--- src/rtl/light_control_multi.sv ---
// Multi-room lighting controller: a shared debounced night flag gates per-room
// occupancy FSMs with a hold timer and per-room manual override.
module light_control_multi #(
    parameter int N_ROOMS     = 4,
    parameter int HOLD_CYCLES = 16,
    parameter int DEB_CYCLES  = 3
) (
    input  logic                           clk,
    input  logic                           rst_n,
    input  logic                           light_in,
    input  logic [N_ROOMS-1:0]             occ_in,
    input  logic [N_ROOMS-1:0]             manual_en,
    input  logic [N_ROOMS-1:0]             manual_on,
    output logic [N_ROOMS-1:0]             light_out,
    output logic [$clog2(N_ROOMS+1)-1:0]   active_cnt,
    output logic                           night
);

    localparam int CW = $clog2(N_ROOMS + 1);
    localparam int TW = (HOLD_CYCLES > 1) ? $clog2(HOLD_CYCLES) : 1;
    localparam int DW = $clog2(DEB_CYCLES + 1);

    localparam logic [TW-1:0] HOLD_LOAD = TW'(HOLD_CYCLES - 1);
    localparam logic [DW-1:0] DEB_LAST  = DW'(DEB_CYCLES - 1);

    typedef enum logic [1:0] {
        ST_OFF  = 2'd0,
        ST_ON   = 2'd1,
        ST_HOLD = 2'd2
    } room_state_t;

    room_state_t       state_r      [N_ROOMS];
    logic [TW-1:0]     timer_r      [N_ROOMS];
    room_state_t       state_nxt_s  [N_ROOMS];
    logic [TW-1:0]     timer_nxt_s  [N_ROOMS];
    logic [N_ROOMS-1:0] light_nxt_s;
    logic [CW-1:0]     cnt_nxt_s;
    logic [DW-1:0]     deb_cnt_r;
    logic              mismatch_s;

    function automatic logic [CW-1:0] popcount(input logic [N_ROOMS-1:0] v);
        logic [CW-1:0] c;
        c = '0;
        for (int k = 0; k < N_ROOMS; k++) begin
            c = c + CW'(v[k]);
        end
        return c;
    endfunction

    // Sensor reads 1 for daylight, so darkness disagrees with night when ~light_in != night.
    always_comb begin
        mismatch_s = (~light_in) != night;
    end

    // Debounce counter and night flag.
    always_ff @(posedge clk) begin
        if (!rst_n) begin
            night     <= 1'b0;
            deb_cnt_r <= '0;
        end else if (mismatch_s) begin
            if (deb_cnt_r == DEB_LAST) begin
                night     <= ~night;
                deb_cnt_r <= '0;
            end else begin
                deb_cnt_r <= deb_cnt_r + DW'(1);
            end
        end else begin
            deb_cnt_r <= '0;
        end
    end

    // Per-room next-state, timer and lamp value; rooms read the registered night flag.
    always_comb begin
        light_nxt_s = '0;
        for (int i = 0; i < N_ROOMS; i++) begin
            state_nxt_s[i] = state_r[i];
            timer_nxt_s[i] = timer_r[i];
            if (manual_en[i]) begin
                state_nxt_s[i] = ST_OFF;
                timer_nxt_s[i] = '0;
            end else begin
                case (state_r[i])
                    ST_OFF: begin
                        if (night && occ_in[i]) begin
                            state_nxt_s[i] = ST_ON;
                        end else begin
                            state_nxt_s[i] = ST_OFF;
                        end
                    end
                    ST_ON: begin
                        if (!night) begin
                            state_nxt_s[i] = ST_OFF;
                        end else if (!occ_in[i]) begin
                            state_nxt_s[i] = ST_HOLD;
                            timer_nxt_s[i] = HOLD_LOAD;
                        end else begin
                            state_nxt_s[i] = ST_ON;
                        end
                    end
                    ST_HOLD: begin
                        if (!night) begin
                            state_nxt_s[i] = ST_OFF;
                        end else if (occ_in[i]) begin
                            state_nxt_s[i] = ST_ON;
                        end else if (timer_r[i] == '0) begin
                            state_nxt_s[i] = ST_OFF;
                        end else begin
                            timer_nxt_s[i] = timer_r[i] - TW'(1);
                        end
                    end
                    default: begin
                        state_nxt_s[i] = ST_OFF;
                        timer_nxt_s[i] = '0;
                    end
                endcase
            end
            if (manual_en[i]) begin
                light_nxt_s[i] = manual_on[i];
            end else begin
                light_nxt_s[i] = (state_nxt_s[i] != ST_OFF);
            end
        end
        cnt_nxt_s = popcount(light_nxt_s);
    end

    // Room state registers and registered lamp outputs.
    always_ff @(posedge clk) begin
        if (!rst_n) begin
            for (int i = 0; i < N_ROOMS; i++) begin
                state_r[i] <= ST_OFF;
                timer_r[i] <= '0;
            end
            light_out  <= '0;
            active_cnt <= '0;
        end else begin
            for (int i = 0; i < N_ROOMS; i++) begin
                state_r[i] <= state_nxt_s[i];
                timer_r[i] <= timer_nxt_s[i];
            end
            light_out  <= light_nxt_s;
            active_cnt <= cnt_nxt_s;
        end
    end

endmodule

--- config.mk ---
export PLATFORM = sky130hd
export DESIGN_NAME = light_control_multi
export DESIGN_NICKNAME = d
export VERILOG_FILES = /design/src/rtl/light_control_multi.sv
export SDC_FILE = /design/constraint.sdc
export NUM_CORES = 1
export LEC_CHECK = 0
export BUFFER_PORTS_ARGS = -buffer_cell sky130_fd_sc_hd__clkbuf_2
export CAP_MARGIN = 25
export CORE_ASPECT_RATIO = 0.7
export CORE_MARGIN = 5
export CORE_UTILIZATION = 45
export DETAILED_ROUTE_END_ITERATION = 12
export PLACE_DENSITY = 0.68
export SLEW_MARGIN = 20
export SYNTH_ARGS = -nofsm -noshare
export SYNTH_HDL_FRONTEND = slang
export SYNTH_SLANG_ARGS = --single-unit
--- constraint.sdc ---
create_clock -name clk -period 4.4 [get_ports clk]
set_clock_uncertainty 0.15 [all_clocks]
set_input_delay 0.22 -clock clk [delete_from_list [all_inputs] [get_ports clk]]
set_output_delay 0.22 -clock clk [all_outputs]
set_load 0.02 [all_outputs]
# Yosys cells after proc, flatten, opt, wreduce, memory -nomap -nowiden
# Memory sizes are Yosys's and may differ from the RTL's.
# Index checks and enable logic that the tools add are counted.
[classes]
muxes = 74
n_bitwise = 12
n_eq_ne = 10
n_addsub = 8
reduce_logical = 18
[ops]
columns = ["cell", "count"]
rows = [
  ["$mux W4", 28],
  ["$mux W2", 28],
  ["$pmux W4 S3", 4],
  ["$pmux W2 S3", 4],
  ["$logic_not A4 Y1", 4],
  ["$sub A4 B1 Y4 const B", 4],
  ["$eq A2 B2 Y1 const B", 5],
  ["$mux W1", 10],
  ["$eq A2 B1 Y1 const B", 4],
  ["$logic_not A2 Y1", 4],
  ["$or A1 B1 Y1", 8],
  ["$reduce_bool A2 Y1", 4],
  ["$logic_and A1 B1 Y1", 4],
  ["$not A1 Y1", 4],
  ["$add A2 B1 Y3", 1],
  ["$add A3 B1 Y3", 1],
  ["$reduce_or A3 Y1", 1],
  ["$add A1 B1 Y2", 1],
  ["$add A2 B1 Y2 const B", 1],
  ["$reduce_and A2 Y1", 1],
  ["$ne A1 B1 Y1", 1],
]
[totals]
ramBits = 24
mem_count = 2
register_bits = 10
[memory_table]
columns = ["memory", "depth", "width", "rd", "rd_clocked_by_memory_dff", "wr", "line", "rtl"]
rows = [
  ["timer_r", 4, 4, 4, 0, 4, "33", "logic [TW-1:0] timer_r [N_ROOMS];"],
  ["state_r", 4, 2, 4, 0, 4, "32", "room_state_t state_r [N_ROOMS];"],
]

# Longest topological paths before layout
# An unclocked memory read counts as a cell.
[depth]
word_depth = 12
depth_mapped = 10

# Worst setup path after synthesis
# Ideal clock, no wire load.
[synth_timing]
path_kind = "reg-to-reg"
startpoint = "register night"
endpoint = "register active_cnt[1]"
setup_time_ns = 0.115
required_ns = 4.135
n_path_buf = 1
arrival_ns = 2.604
slack_ns = 1.531
path_stages_with_launch = 9
synth_period_minus_slack_ns = 2.869
path_cell_list = "dfxtp_1 -> buf_4 -> or3b_4 -> or4_4 -> o311ai_2 -> fa_1 -> ha_1 -> ha_1 -> and2_1"
[synth_between]
elab_chain_cells = 9
elab_cells_between_ends = 35
classes_between = "add/sub: 3; mux: 24; reduce/logical: 8"
[synth_rtl]
columns = ["item", "line", "rtl"]
rows = [
  ["start, declared", "16", "output logic night"],
  ["start signal, assigned", "62", "night <= ~night;"],
  ["$logic_and A1 B1 Y1", "84", "if (night && occ_in[i]) begin"],
  ["$mux W1", "84", ""],
  ["$pmux W2 S3 (*)", "82", "case (state_r[i])"],
  ["$mux W2 (*)", "78", "if (manual_en[i]) begin"],
  ["$reduce_bool A2 Y1 (*)", "120", "light_nxt_s[i] = (state_nxt_s[i] != ST_OFF);"],
  ["$mux W1 (*)", "117", "if (manual_en[i]) begin"],
  ["named net light_nxt_s[1]", "36", "logic [N_ROOMS-1:0] light_nxt_s;"],
  ["$add A1 B1 Y2 (*)", "45", "c = c + CW'(v[k]);"],
  ["$add A2 B1 Y3 (*)", "45", ""],
  ["$add A3 B1 Y3 (*)", "45", ""],
  ["named net cnt_nxt_s[1]", "37", "logic [CW-1:0] cnt_nxt_s;"],
  ["end signal, assigned", "141", "active_cnt <= cnt_nxt_s;"],
  ["end, declared", "15", "output logic [$clog2(N_ROOMS+1)-1:0] active_cnt,"],
]
# The timed path passes the listed nets; every way through them passes the cells marked *.
# A chain may end at the register's enable or synchronous reset.

# Worst setup path after layout
# Same ends and word-level chain as after synthesis.

==> results by stage <==
Route:
- The initial DRC count is 91.
- Detailed routing placed a total of 2.13 mm of wire on met2.
- The post-detailed-route wirelength per cell is 14.2 um.
- After detailed routing, the met3 layer carries 153 um of wire.
- The count of vias placed by the detailed router is 1819.
- The total iterations of the first detailed-routing run is 4.
- The remaining number of nets flagged by the antenna check after routing is 0.
- The routed metal-1 wirelength is 2.23 mm.
- The uppermost layer routed is met4.
- The routed wire length is 4.59 mm.
- Using the TritonRoute via totals, the vias-per-cell ratio works out to 5.61.
- For this run, design rule violations remaining after detail routing come to 0.

Worst setup path:
- STA classifies the critical path startpoint as a flop.
- The required time at the endpoint of the critical path is 4.43 ns.
- The worst-path cell with the longest stage delay is sky130_fd_sc_hd__or4b_2.
- The critical path goes through nor3b_1 > or4b_2 > o211ai_1 > fa_1 > ha_1 > ha_1 > and2_1.
- The delay of the slowest cell on the worst path is 0.63 ns.
- Of all nets on the critical path, the largest fanout is 11.
- The data arrival time of the worst path is 3.06 ns.
- The most numerous cell on the critical path is sky130_fd_sc_hd__ha_1.
- The start-to-end type of the worst setup path is reg2reg.
- The kind of end point of the critical path is a flop.

STA:
- The minimum period implied by the final worst setup slack is 3.03 ns.
- The worst relative slew slack is 62.4%.
- Setup repair after global routing left no endpoint under its margin.
- For the pin with the worst max-slew slack, the measured transition is 0.556 ns.
- The total setup violations reported at the end of the flow is 0.
- The final number of max-transition violations is 0.
- The maximum frequency from static timing analysis is 0.330 GHz.
- The total count of hold-check failures in the final report is 0.
- Setup slack on the critical path of the routed design comes to 1.37 ns.
- The share of the clock period used by the worst path after layout is 68.9%.
- The summed negative setup slack over all endpoints is 0 ns.

Cells and area:
- The post-layout net count is 310.
- Leaving out fill and tap cells, the most frequent cell in the layout is sky130_fd_sc_hd__dfxtp_1.
- The repair_antennas step left the layout with diodes totalling 0.
- Cells with a size suffix above 1 make up 16.9% of the layout.
- At the end of the flow the core is filled with cells to 51.2%.
- In the layout the commonest cells are 34 x sky130_fd_sc_hd__dfxtp_1, 26 x sky130_fd_sc_hd__ha_1, 22 x sky130_fd_sc_hd__inv_1, 22 x sky130_fd_sc_hd__clkbuf_2, 16 x sky130_fd_sc_hd__a21oi_1.
- The signed area change from the synthesized netlist to the final layout is 12.0%.

Global route:
- The first-pass GRT wire length is 8.04 mm.
- The total grt overflow is 0.
- The number of global-route vias before repair is 1780.
- Entering global routing, the biggest net connects 13 pins.
- For this run, the total global-route usage over all layers was measured as 16.1%.
- The initial antenna violation count is 0.

Synth:
- The number of nets produced by synthesis is 283.
- The main combinational cell family by area after synthesis is simple AND/OR/NAND/NOR gates.
- The prevailing post-synth register cell is sky130_fd_sc_hd__dfxtp_1.
- The cell area that synthesis handed to floorplanning was 2150 um^2.
- After Yosys synthesis, XOR and XNOR cells account for 1.22% of the synthesized area.
- The number of warnings printed during yosys synthesis is 0.
- The number of different library cells used by synthesis comes to 46.
- The post-synthesis cell count is 241.
- The post-synthesis share of cell area spent on and, or, nand and nor gates is 24.0%.
- In this run, synthesis inferred 0 flip-flops with an integrated enable.
- Of the total synthesized cell area, the portion taken by full adders, half adders and majority gates is 16.1%.
- Multiplexer cells account for 1.40% of the synthesized area.
- The average instance area after synthesis is 8.92 um^2.
- Sequential elements use 31.6% of the synthesized area.
- For this run, asynchronously set or reset flops after synthesis account for 0%.
- The share of the synthesized area in compound gates (AO/OA/AOI/OAI) is 21.2%.
- After synthesis the netlist holds a flip-flop and latch count of 34.

Place:
- The post-placement setup slack is 1.42 ns.
- At the end of routability-driven placement, the weighted congestion stood at 0.814.
- The number of port buffers is 22.
- Detailed placement finished with a half-perimeter wire length of 3.45 mm.

Floorplan:
- The die covers 6280 um^2.
- Measured along the y axis, the die boundary spans 67.8 um.
- From left edge to right edge, the die measures 92.6 um.
- In this run the core area contains 21 standard-cell rows.
- The initial utilization of the core area, before any placement, comes to 45.7%.
- For this design the top-level I/O count stands at 23.
- In this run the standard cell core region covers 4700 um^2.

Clock network:
- The clock reaches the later pin of the worst-skew pair after 0.29 ns.
- CTS saw 34 sinks.
- The total number of H-tree levels is 2.
- The CTS tree is built.
- The clock-pin slew reported for the worst setup and hold paths after clock tree synthesis is 0.07 ns.
- The clock passes through at most 2 buffers.
- The number of buffers created by CTS is 5.
- The clock tree root buffer cell is sky130_fd_sc_hd__clkbuf_8.

Pwr:
- Dividing total power by cell area gives a power density of 250 nW/um^2.
- The cell leakage power is 1.02 nW.
- The power after layout is 603 uW.
- The maximum resistive drop on vdd is 0.105 mV.

Flow run:
- The max capacitance violation total is 0.

Run status:
- The flow ran to the end, and the final reports show no timing, DRC or antenna violations.

Hold path:
- In this run the worst hold path is classified as in2reg.
critical path, delay by kind of cell (launching register included):
kind | cells | cell delay [ns]
AND/OR/NAND/NOR | 3 | 1.09
adder cells (fa/ha/maj) | 3 | 0.93
AO/OA/AOI/OAI | 1 | 0.19
flip-flops | 1 | 0.56
cell families after synthesis:
logic type	count (synthesis)
xor+xnor	3
compound gates	64
fa+ha+maj	27
buf+inv	25
mux	3
simple gates	85
flops	34
flip-flops by register name (all words and copies together), names as in the netlist:
signal and cells:
deb_cnt_r 2, active_cnt 3, night 1, timer_r 16, light_out 4, state_r 8
through the flow:
step           cell area [um^2]  hold WS [ns]  std cells
2_1_floorplan              2150         0.148        241
3_3_place_gp               2320         0.252        317
3_5_place_dp               2320         0.253        317
4_1_cts                    2410        0.0274        324
5_1_grt                    2410        0.0456        324
6_report                   2410        0.0382        324
worst paths after layout:
kind | from | end | slack (ns) | cells past startpoint
max reg2reg | night | active_cnt[1] | 1.37 | 7
max | night | active_cnt[1] | 1.37 | 7
min reg2reg | deb_cnt_r[0] | deb_cnt_r[0] | 0.26 | 1
min | occ_in[1] | state_r[1][1] | 0.04 | 2
metal layers:
layer | vias to the layer above | global-route usage (%)
met3 | 8 | 3.85
met2 | 32 | 26.5
met5 | - | 0
met4 | 0 | 6.22
li1 | 920 | -
met1 | 859 | 20.8
cells in the mapped netlist, types with 7 or more instances:
cell type                  count  area [um^2]
sky130_fd_sc_hd__nor3b_1       7         52.6
sky130_fd_sc_hd__nor2_1       11         41.3
sky130_fd_sc_hd__o21ai_0      11         55.1
sky130_fd_sc_hd__ha_1         26          325
sky130_fd_sc_hd__inv_1        22         82.6
sky130_fd_sc_hd__and2_1        8         50.1
sky130_fd_sc_hd__a21oi_1      16         80.1
sky130_fd_sc_hd__dfxtp_1      34          681
sky130_fd_sc_hd__nand2_1      14         52.6
sky130_fd_sc_hd__o211ai_1      7         52.6
power by group:
| group | switching, mW | internal [mW] | leakage [nW] | total, mW |
|---|---|---|---|---|
| Combinational | 0.0309 | 0.0226 | 0.700 | 0.0535 |
| Clock | 0.111 | 0.121 | 0.0431 | 0.232 |
| Sequential | 0.00354 | 0.314 | 0.275 | 0.318 |
final cells by class:
cell class | count | area (um^2)
tap | 57 | 71.3
timing repair buffer | 23 | 120
clock buffer | 6 | 82.6
fill | 437 | 2290
inverter | 22 | 82.6
sequential | 34 | 681
multi-input combinational | 182 | 1370
repair_timing:
action                                 in CTS  in global routing
endpoints found under the hold margin       1                  0
hold buffers                                1                  0
gates resized for setup                     0                  0
setup buffers                               0                  0
Note: power is estimated with default switching activity, not from simulation.
